--- src/rtl/cnn_pkg.sv ---
// Shared types and helpers for the sliding-window front end.
// Holds the line_window_gen FSM state encoding and the per-frame window count.
// No logic of its own; imported by line_window_gen.
package cnn_pkg;

  typedef enum logic [1:0] {
    IDLE  = 2'd0,
    RUN   = 2'd1,
    FLUSH = 2'd2,
    DONE  = 2'd3
  } lwg_state_t;

  // Number of K x K windows placed on an im_w x im_h image at the given stride.
  function automatic int win_count(input int im_w, input int im_h, input int k, input int stride);
    return ((im_h - k) / stride + 1) * ((im_w - k) / stride + 1);
  endfunction

endpackage

--- src/rtl/line_delay.sv ---
// One image row of delay: an IM_W-deep shift register that advances only when enabled.
// Latency: o_dat is the sample written IM_W enabled cycles earlier (no reset; contents are don't-care until filled).
// Backpressure: none of its own; the parent holds i_en low to stall.
// Ports: i_clk clock, i_en shift enable, i_dat sample in, o_dat sample from one row back.
module line_delay #(
  parameter int DATA_W = 8,
  parameter int IM_W   = 28
) (
  input  logic              i_clk,
  input  logic              i_en,
  input  logic [DATA_W-1:0] i_dat,
  output logic [DATA_W-1:0] o_dat
);

  logic [DATA_W-1:0] r_mem [IM_W];

  always_ff @(posedge i_clk) begin
    if (i_en) begin
      r_mem[0] <= i_dat;
      for (int i = 1; i < IM_W; i++) begin
        r_mem[i] <= r_mem[i-1];
      end
    end
  end

  assign o_dat = r_mem[IM_W-1];

endmodule

--- src/rtl/line_window_gen.sv ---
// Raster pixel stream to K x K sliding windows (stride STRIDE) using K-1 row delays.
// Latency: a window is presented the cycle after its bottom-right pixel is accepted.
// Backpressure: pixels accepted only in RUN while the output register is empty or being drained.
// Ports: clk_i/rst_i (sync, active-high); start_i begins a frame from IDLE;
//   pix_i/pix_valid_i/pix_ready_o input stream; win_o/win_valid_o/win_ready_i/win_last_o
//   window stream, element (r,c) at win_o[(r*K+c)*DATA_W +: DATA_W]; busy_o, done_o status.
module line_window_gen
  import cnn_pkg::*;
#(
  parameter int DATA_W = 8,
  parameter int IM_W   = 28,
  parameter int IM_H   = 28,
  parameter int K      = 3,
  parameter int STRIDE = 1
) (
  input  logic                  clk_i,
  input  logic                  rst_i,
  input  logic                  start_i,
  input  logic [DATA_W-1:0]     pix_i,
  input  logic                  pix_valid_i,
  output logic                  pix_ready_o,
  output logic [K*K*DATA_W-1:0] win_o,
  output logic                  win_valid_o,
  input  logic                  win_ready_i,
  output logic                  win_last_o,
  output logic                  busy_o,
  output logic                  done_o
);

  localparam int CW    = $clog2(IM_W);
  localparam int RW    = $clog2(IM_H);
  localparam int N_WIN = win_count(IM_W, IM_H, K, STRIDE);
  localparam int NW    = $clog2(N_WIN + 1);
  localparam logic [31:0] KM1 = 32'(K - 1);
  localparam logic [31:0] STR = 32'(STRIDE);

  generate
    if (K < 2 || K > IM_W || K > IM_H || STRIDE < 1) begin : g_bad_cfg
      $error("line_window_gen: illegal K/STRIDE/image size combination");
    end
  endgenerate

  lwg_state_t r_state, w_state_nxt;

  logic [CW-1:0] r_col;
  logic [RW-1:0] r_row;
  logic [NW-1:0] r_win_cnt;
  logic          r_last_seen;

  logic          w_pix_rdy;
  logic          w_accept;
  logic          w_start;
  logic          w_form;
  logic          w_frame_end;
  logic          w_last_hs;
  logic [31:0]   w_col_x;
  logic [31:0]   w_row_x;

  logic [K-1:0][DATA_W-1:0] w_tap;
  logic [DATA_W-1:0]        r_sw     [K][K];
  logic [DATA_W-1:0]        w_sw_nxt [K][K];
  logic [K*K*DATA_W-1:0]    w_win_flat;

  logic [K*K*DATA_W-1:0]    r_win;
  logic                     r_win_vld;
  logic                     r_win_last;

  // Accepting a pixel is only safe when the output register can take a window this cycle.
  assign w_pix_rdy   = (r_state == RUN) && (!r_win_vld || win_ready_i);
  assign w_accept    = pix_valid_i && w_pix_rdy;
  assign w_start     = (r_state == IDLE) && start_i;
  assign w_frame_end = (r_col == CW'(IM_W - 1)) && (r_row == RW'(IM_H - 1));
  assign w_last_hs   = r_win_vld && win_ready_i && r_win_last;

  assign w_col_x = 32'(r_col);
  assign w_row_x = 32'(r_row);
  assign w_form  = (w_col_x >= KM1) && (w_row_x >= KM1) &&
                   (((w_col_x - KM1) % STR) == 32'd0) &&
                   (((w_row_x - KM1) % STR) == 32'd0);

  // ---------------------------------------------------------------- FSM
  always_ff @(posedge clk_i) begin
    if (rst_i) begin
      r_state <= IDLE;
    end else begin
      r_state <= w_state_nxt;
    end
  end

  always_comb begin
    w_state_nxt = r_state;
    busy_o      = 1'b1;
    done_o      = 1'b0;
    case (r_state)
      IDLE: begin
        busy_o = 1'b0;
        if (start_i) w_state_nxt = RUN;
      end
      RUN: begin
        if (w_accept && w_frame_end) w_state_nxt = FLUSH;
      end
      FLUSH: begin
        // The last window may already have drained while pixels were still arriving
        // (when the final pixel forms no window), hence the sticky flag.
        if (w_last_hs || r_last_seen) w_state_nxt = DONE;
      end
      DONE: begin
        done_o      = 1'b1;
        w_state_nxt = IDLE;
      end
      default: w_state_nxt = IDLE;
    endcase
  end

  assign pix_ready_o = w_pix_rdy;

  // ----------------------------------------------------------- counters
  always_ff @(posedge clk_i) begin
    if (rst_i || w_start) begin
      r_col       <= '0;
      r_row       <= '0;
      r_win_cnt   <= '0;
      r_last_seen <= 1'b0;
    end else begin
      if (w_accept) begin
        if (r_col == CW'(IM_W - 1)) begin
          r_col <= '0;
          r_row <= (r_row == RW'(IM_H - 1)) ? '0 : r_row + 1'b1;
        end else begin
          r_col <= r_col + 1'b1;
        end
      end
      if (w_accept && w_form) r_win_cnt <= r_win_cnt + 1'b1;
      if (w_last_hs)          r_last_seen <= 1'b1;
    end
  end

  // ------------------------------------------------- row delays + window
  // w_tap[j] is the pixel j rows above the incoming one, same column.
  assign w_tap[0] = pix_i;

  generate
    for (genvar g = 0; g < K - 1; g++) begin : g_rows
      line_delay #(
        .DATA_W (DATA_W),
        .IM_W   (IM_W)
      ) u_line_delay (
        .i_clk (clk_i),
        .i_en  (w_accept),
        .i_dat (w_tap[g]),
        .o_dat (w_tap[g+1])
      );
    end
  endgenerate

  // Window after shifting in the incoming column; top row (r=0) takes the oldest tap.
  always_comb begin
    for (int r = 0; r < K; r++) begin
      for (int c = 0; c < K - 1; c++) begin
        w_sw_nxt[r][c] = r_sw[r][c+1];
      end
      w_sw_nxt[r][K-1] = w_tap[K-1-r];
    end
  end

  always_ff @(posedge clk_i) begin
    if (w_accept) r_sw <= w_sw_nxt;
  end

  always_comb begin
    w_win_flat = '0;
    for (int r = 0; r < K; r++) begin
      for (int c = 0; c < K; c++) begin
        w_win_flat[(r*K+c)*DATA_W +: DATA_W] = w_sw_nxt[r][c];
      end
    end
  end

  // ------------------------------------------------------ output register
  always_ff @(posedge clk_i) begin
    if (rst_i) begin
      r_win      <= '0;
      r_win_vld  <= 1'b0;
      r_win_last <= 1'b0;
    end else if (w_accept && w_form) begin
      r_win      <= w_win_flat;
      r_win_vld  <= 1'b1;
      r_win_last <= (r_win_cnt == NW'(N_WIN - 1));
    end else if (win_ready_i) begin
      r_win_vld  <= 1'b0;
      r_win_last <= 1'b0;
    end
  end

  assign win_o       = r_win;
  assign win_valid_o = r_win_vld;
  assign win_last_o  = r_win_last;

endmodule

--- config.mk ---
export PLATFORM = sky130hd
export DESIGN_NAME = line_window_gen
export DESIGN_NICKNAME = d
export VERILOG_FILES = /design/src/rtl/cnn_pkg.sv /design/src/rtl/line_delay.sv /design/src/rtl/line_window_gen.sv
export SDC_FILE = /design/constraint.sdc
export NUM_CORES = 1
export LEC_CHECK = 0
export CAP_MARGIN = 20
export CORE_UTILIZATION = 53
export DETAILED_ROUTE_END_ITERATION = 7
export GPL_ROUTABILITY_DRIVEN = 0
export MAX_ROUTING_LAYER = met4
export PLACE_DENSITY = 0.78
export SLEW_MARGIN = 20
export SYNTH_ARGS = -nofsm -noshare
export SYNTH_HDL_FRONTEND = slang
export SYNTH_HIERARCHICAL = 1
export SYNTH_SLANG_ARGS = --single-unit
--- constraint.sdc ---
create_clock -name clk_i -period 10.3 [get_ports clk_i]
set_input_delay 1.03 -clock clk_i [delete_from_list [all_inputs] [get_ports clk_i]]
set_output_delay 1.03 -clock clk_i [all_outputs]
set_load 0.005 [all_outputs]
==> key figures <==
Routing
  – DRC Markers: 18
  – Vias per cell: 5.473
  – DR vias: 8708
  – Drt first pass iters: 7
  – Antenna Nets Post-Route: 0
  – Final WL: 29050 um
  – Iter 0 DRT Violations: 696
  – WL/cell: 18.26 um

Timing
  – Setup TNS: 0 ps
  – Worst Tran Pin Value: 1094 ps
  – Fmax: 238.8 MHz
  – Fin. max-slew vios: 0
  – RSZ-0062 raised after global routing: no
  – Final period util: 40.65%
  – Final Hold Viols: 0
  – Post-route setup slack: 6113 ps
  – Min cycle time layout: 4187 ps
  – Max_slew headroom: 27.05%
  – Final setup violation count: 0
  – Setup Skew: 36.99 ps

Clock tree
  – Worst-Skew Late Latency: 600 ps
  – Total CTS buffers: 54
  – CTS root buffer: clkbuf_16
  – Clk pin slew, worst setup/hold paths: 60 ps
  – Post-CTS sizing: 0
  – TritonCTS clock tree: yes
  – Cts hold-fix bufs: 0
  – Worst-case clock buffer depth: 3
  – CTS sink cnt: 593
  – H-tree Lvls: 2
  – Post-CTS Setup Inserts: 0

Floorplan
  – # IOs: 90
  – Die X: 192.4 um
  – Die ar.: 37020 um^2
  – Core area: 35660 um^2
  – Row Count: 69
  – Die height: 192.4 um
  – Starting density of the core: 53.89%

Flow run
  – Max-Cap Viols: 0

Final layout
  – Nets@finish: 1109
  – Cell Count, Final, Fillers Out: 1591
  – Diodes inserted: 0
  – Area Overhead vs Synth: 14.52%
  – Layout fillers: 2395
  – Share of layout cells above drive strength 1: 8.496%

Synthesis
  – EDFF count, synth: 496
  – Area contributors post-synth: edfxtp_1 (78%), dfxtp_1 (10%), a21oi_1 (2.2%), nand3_1 (1.8%), o21ai_0 (1.3%)
  – Synthesized instance count: 997
  – Cell taking the most area after synthesis: edfxtp_1
  – Top FF cell, synth: edfxtp_1
  – Yosys reg bits: 593
  – Post-synthesis net count: 1019
  – Post-synthesis sequential area ratio: 87.63%
  – Syn. warnings: 6
  – FFs w/ async S/R, synth: 0%
  – Synthesized area: 19210 um^2
  – Synth unique cells: 44
  – Avg Inst Size Synth: 19.27 um^2
  – Share of the synthesized area in the top cell type: 77.52%

Power
  – LEAKAGE: 6.680 nW
  – Power per cell area: 235.7 nW/um^2
  – Peak supply drop: 0.1474 mV
  – Overall power: 0.005186 W

Run status
  – Failing checks: design-rule violations
  – Run status: complete, but fails checks

Global routing
  – Initial antenna violation count: 0
  – Largest net degree at the start of global routing: 182
  – Grt total ovfl: 0
  – First-pass GRT wire length: 44690 um
  – Vias in the first global route: 8303
  – Gr usage total: 16.14%

Min path
  – Worst Hold Class: flop to flop
  – Beginning of the worst hold path: g_rows[0].u_line_delay/r_mem[8][5]

Critical path
  – Arr. time, crit path: 4590 ps
  – CP Data Required Time: 10710 ps
  – Critical path peak fanout: 181
  – RR Startpoint: r_state[1]
  – Critical path class: input port to flop
  – Critical Path Source: win_ready_i
  – Crit start category: input port
  – Nature of the critical path endpoint: flop

Placed design
  – I/O Buffers: 89
  – Post-placement worst setup slack: 5462 ps
  – Placed Instances: 1491
  – Detailed Place HPWL: 14340 um
-- report_power, final --
part | switching, W | internal, W | leakage, nW
sequential | 0.0000802 | 0.00299 | 5.11
clock | 0.000844 | 0.000980 | 0.771
combinational | 0.000246 | 0.0000472 | 0.797
-- per-layer routing --
| metal | part of all wire [%] | global-route usage (%) |
|---|---|---|
| met2 | 48 | 25.06 |
| met1 | 43 | 21.27 |
| met4 | 2.0 | 4.846 |
| met5 | 0 | - |
| met3 | 7.1 | 3.928 |
-- state kept, by name, indices dropped and copies added, names as in the netlist --
name	flops
r_last_seen	1
win_valid_o	1
g_rows.u_line_delay/r_mem	448
r_col	5
r_sw	48
win_o	72
win_last_o	1
r_state	2
r_row	5
r_win_cnt	10
-- Yosys cell counts (3+ instances only) --
master	count
or4_1	4
o311ai_0	3
o21ai_1	25
a21oi_1	83
nand2b_1	8
nand2_1	8
nand3_1	68
ha_1	9
buf_6	11
nor2_1	7
nand3_2	10
buf_2	17
dfxtp_1	97
and4b_1	3
or3_1	3
buf_4	16
edfxtp_1	496
inv_1	10
o31ai_1	5
mux2i_1	5
o21ai_0	51
nand4_1	6
a211oi_1	3
clkbuf_1	21
a41oi_1	3
-- metrics by stage --
stage / hold WS, ps / cell area [um^2] / util [%]
finish: 388.2 / 22000 / 61.71
global route: 402.9 / 22000 / 61.71
CTS: 387.6 / 21970 / 61.61
detailed placement: 404.5 / 20350 / 57.08
global placement: 401.0 / 20350 / 57.08
floorplan: 400.3 / 19210 / -
-- cell usage in the layout, fill, tap and decap left out, types with 9 or more instances in the layout --
cell type        instances
edfxtp_1               496
dfxtp_1                 97
clkdlybuf4s50_1         88
a21oi_1                 83
nand3_1                 68
clkbuf_16               54
o21ai_0                 51
o21ai_1                 25
clkbuf_1                20
clkinv_1                11
nand3_2                 10
inv_1                    9
ha_1                     9
-- logic make-up after synthesis --
group	after synthesis	synth area share [%]
AO/OA/AOI/OAI	185	5.275
adder cells (fa/ha/maj)	9	0.5861
buffers and inverters	75	2.318
flip-flops	593	87.63
multiplexers	5	0.2605
AND/OR/NAND/NOR	130	3.933
-- critical path: stages --
cell and delay, ps:
clkdlybuf4s50_1 430, nand2b_1 290, nand2_2 110, buf_4 700
clkinv_8 810, buf_4 590, buf_16 290, nand3_1 120
a21oi_1 80
-- final timing paths --
path         slack, ps  cells after the start                             endpoint
max               6110                      9                            win_o[66]
min                390                      0  g_rows[0].u_line_delay/r_mem[8][13]
max reg2reg       6450                     10                            win_o[66]
min reg2reg        390                      0  g_rows[0].u_line_delay/r_mem[8][13]
-- final cells by class --
class,count,area (um^2),area share [%]
inverter,10,50.05,0.2275
clock buffer,74,1426,6.482
clock inverter,25,188.9,0.8586
tap,461,576.8,2.621
timing repair buffer,99,984.7,4.475
sequential,593,16840,76.52
multi-input combinational,329,1941,8.820
(Power assumes the default switching activity.)
==> RTL edit (same settings) <==
`K`: 3 -> 5.
--- a/src/rtl/line_window_gen.sv
+++ b/src/rtl/line_window_gen.sv
@@ -10,7 +10,7 @@
   parameter int DATA_W = 8,
   parameter int IM_W   = 28,
   parameter int IM_H   = 28,
-  parameter int K      = 3,
+  parameter int K      = 5,
   parameter int STRIDE = 1
 ) (
   input  logic                  clk_i,
Ports: changed (resized win_o); port bits go from 90 to 218. No check against the original RTL was run, so the function may have changed too.
==> RTL edit against the unedited design <==
Maximum frequency decreased by 0.92%. Sequential power increased by 100%. Critical path type unchanged. Core utilization grew 0.67 points. Setup slack got worse by 0.039 ns. Wire length up 130%. Area after synthesis increased by 110%. Largest power group unchanged. Power rose by 110%. Sequential cell count is 688 higher. Highest routed layer unchanged. Largest cell class unchanged. Critical endpoint is now win_o[130]. Design area rose by 120%.
==> RTL edit: results (changes against the unedited design) <==
[grt]
grt_pass1_vias=18500  ; was 8,303
grt_max_degree=221  ; was 182
grt_pass1_wl_um=104000  ; was 44,700 µm
grt_use_total=0.177  ; was 0.161
grt_antenna_before_repair=4  ; was 0

[clock_tree]
clockBufferDepth=3  ; unchanged
ctsResizeCount=0  ; unchanged
cts_buffers=114  ; was 54
clk_pin_slew_worst_paths_ns=0.07
root_buffer=clkbuf_16  ; unchanged
cts.htree.levels=3  ; was 2
clock_latency_ns=0.69  ; was 0.60 ns
postCtsSetupBuffers=0  ; unchanged

[logic_synthesis]
ys.flop_type=edfxtp_1  ; unchanged
synthTopCellsByCount=edfxtp_1, dfxtp_1, a21oi_1  ; unchanged
synth_area_leaders=edfxtp_1, dfxtp_1, a21oi_1, nand3_1, o21ai_0  ; unchanged
avgSynthCellArea_um2=18.9  ; was 19.3 µm²
ys_warn_count=6  ; unchanged
yosysSeqAreaShare=0.888  ; was 0.876
async_flop_share=0  ; unchanged
synth-edff-count=1056  ; was 496
synthDistinctLibCells=44  ; unchanged
syn_nets=2182  ; was 1,019

[drt]
dr.pass1.iters=6  ; was 7
drt_iter0_drc=1694  ; was 696
drt-total-wl_um=67700  ; was 29,100 µm
drc=0  ; was 18
via_per_inst=5.43  ; was 5.47

[timing]
fin_worst_skew_ns=0.0479  ; was 0.0370 ns
worst_pin_slew_ns=1.12  ; was 1.09 ns

[layout]
fillers=5059  ; was 2,395
fin_cells=3490  ; was 1,591
seq_area_um2=36200  ; was 16,800 µm²
largest_register=g_rows.u_line_delay/r_mem  ; unchanged
drive_gt1_frac=0.0776  ; was 0.0850
antenna_cells=0  ; unchanged
nets=2382  ; was 1,109
largest_reg_flops=896  ; was 448

[pwr]
p_leak_uw=0.0128  ; was 0.00668 µW
finalPower_uw=10900  ; was 5190 µW
vdd_drop_max_uv=166  ; was 147 µV
p_switching_uw=2420  ; was 1170 µW
p_clk_frac=0.379  ; was 0.352
combPwrFrac=0.050  ; was 0.057

[run]
drv_cap=0  ; unchanged

[critical_path]
crit_arrival_ns=4.83  ; was 4.59 ns
path_max_fanout=192  ; was 181

[placed_design]
dp_cells=3272  ; was 1,491
postPlaceCellArea_um2=43700  ; was 20,400 µm²
post-place-ws_ns=5.47  ; was 5.46 ns
dpl.hpwl_um=34800  ; was 14,300 µm
io_buffers=217  ; was 89

[status]
run_status=complete, no violations  ; was finished, violations left

[min_path]
hp-class=reg -> reg  ; unchanged

RTL edit: path summary, 6_finish.rpt:
path / to / from / slack (ns) / cells after the start
max: win_o[130] / win_ready_i / 6.07 / 8
min: g_rows[0].u_line_delay/r_mem[10][1] / g_rows[0].u_line_delay/r_mem[9][9] / 0.40 / 0
max reg2reg: win_o[130] / r_state[1] / 6.35 / 8
min reg2reg: g_rows[0].u_line_delay/r_mem[10][1] / g_rows[0].u_line_delay/r_mem[9][9] / 0.40 / 0
RTL edit: worst max-delay path: stages:
cell and delay (ns):
clkdlybuf4s50_1 0.53, nand2b_4 0.21, nand3_4 0.11, inv_8 0.63
buf_12 0.74, buf_4 0.85, nand3_1 0.23, a21oi_1 0.22
RTL edit: kinds of logic (layout without fill, tap and decap cells):
kind of cell | count (synthesis) | in the layout | share of synthesized area
flip-flops | 1281 | 1281 | 0.888
AO/OA/AOI/OAI | 432 | 432 | 0.0539
AND/OR/NAND/NOR | 272 | 272 | 0.0350
buffers and inverters | 158 | 458 | 0.0189
adder cells (fa/ha/maj) | 9 | 9 | 0.00276
multiplexers | 6 | 6 | 0.00147
XOR/XNOR | 2 | 2 | 0.000429
RTL edit: metal layers:
| layer | up-vias | global-route usage | part of all wire |
|---|---|---|---|
| met4 | 0 | 0.0439 | 0.018 |
| met1 | 9492 | 0.241 | 0.43 |
| met2 | 680 | 0.275 | 0.49 |
| met5 | - | - | 0 |
| met3 | 128 | 0.0391 | 0.068 |
| li1 | 8638 | - | - |
RTL edit: final cells by class:
| cell class | instances | area share |
|---|---|---|
| clock buffer | 150 | 0.0644 |
| clock inverter | 66 | 0.0137 |
| inverter | 9 | 0.000870 |
| multi-input combinational | 721 | 0.0806 |
| sequential | 1281 | 0.763 |
| tap | 1030 | 0.0272 |
| timing repair buffer | 233 | 0.0502 |
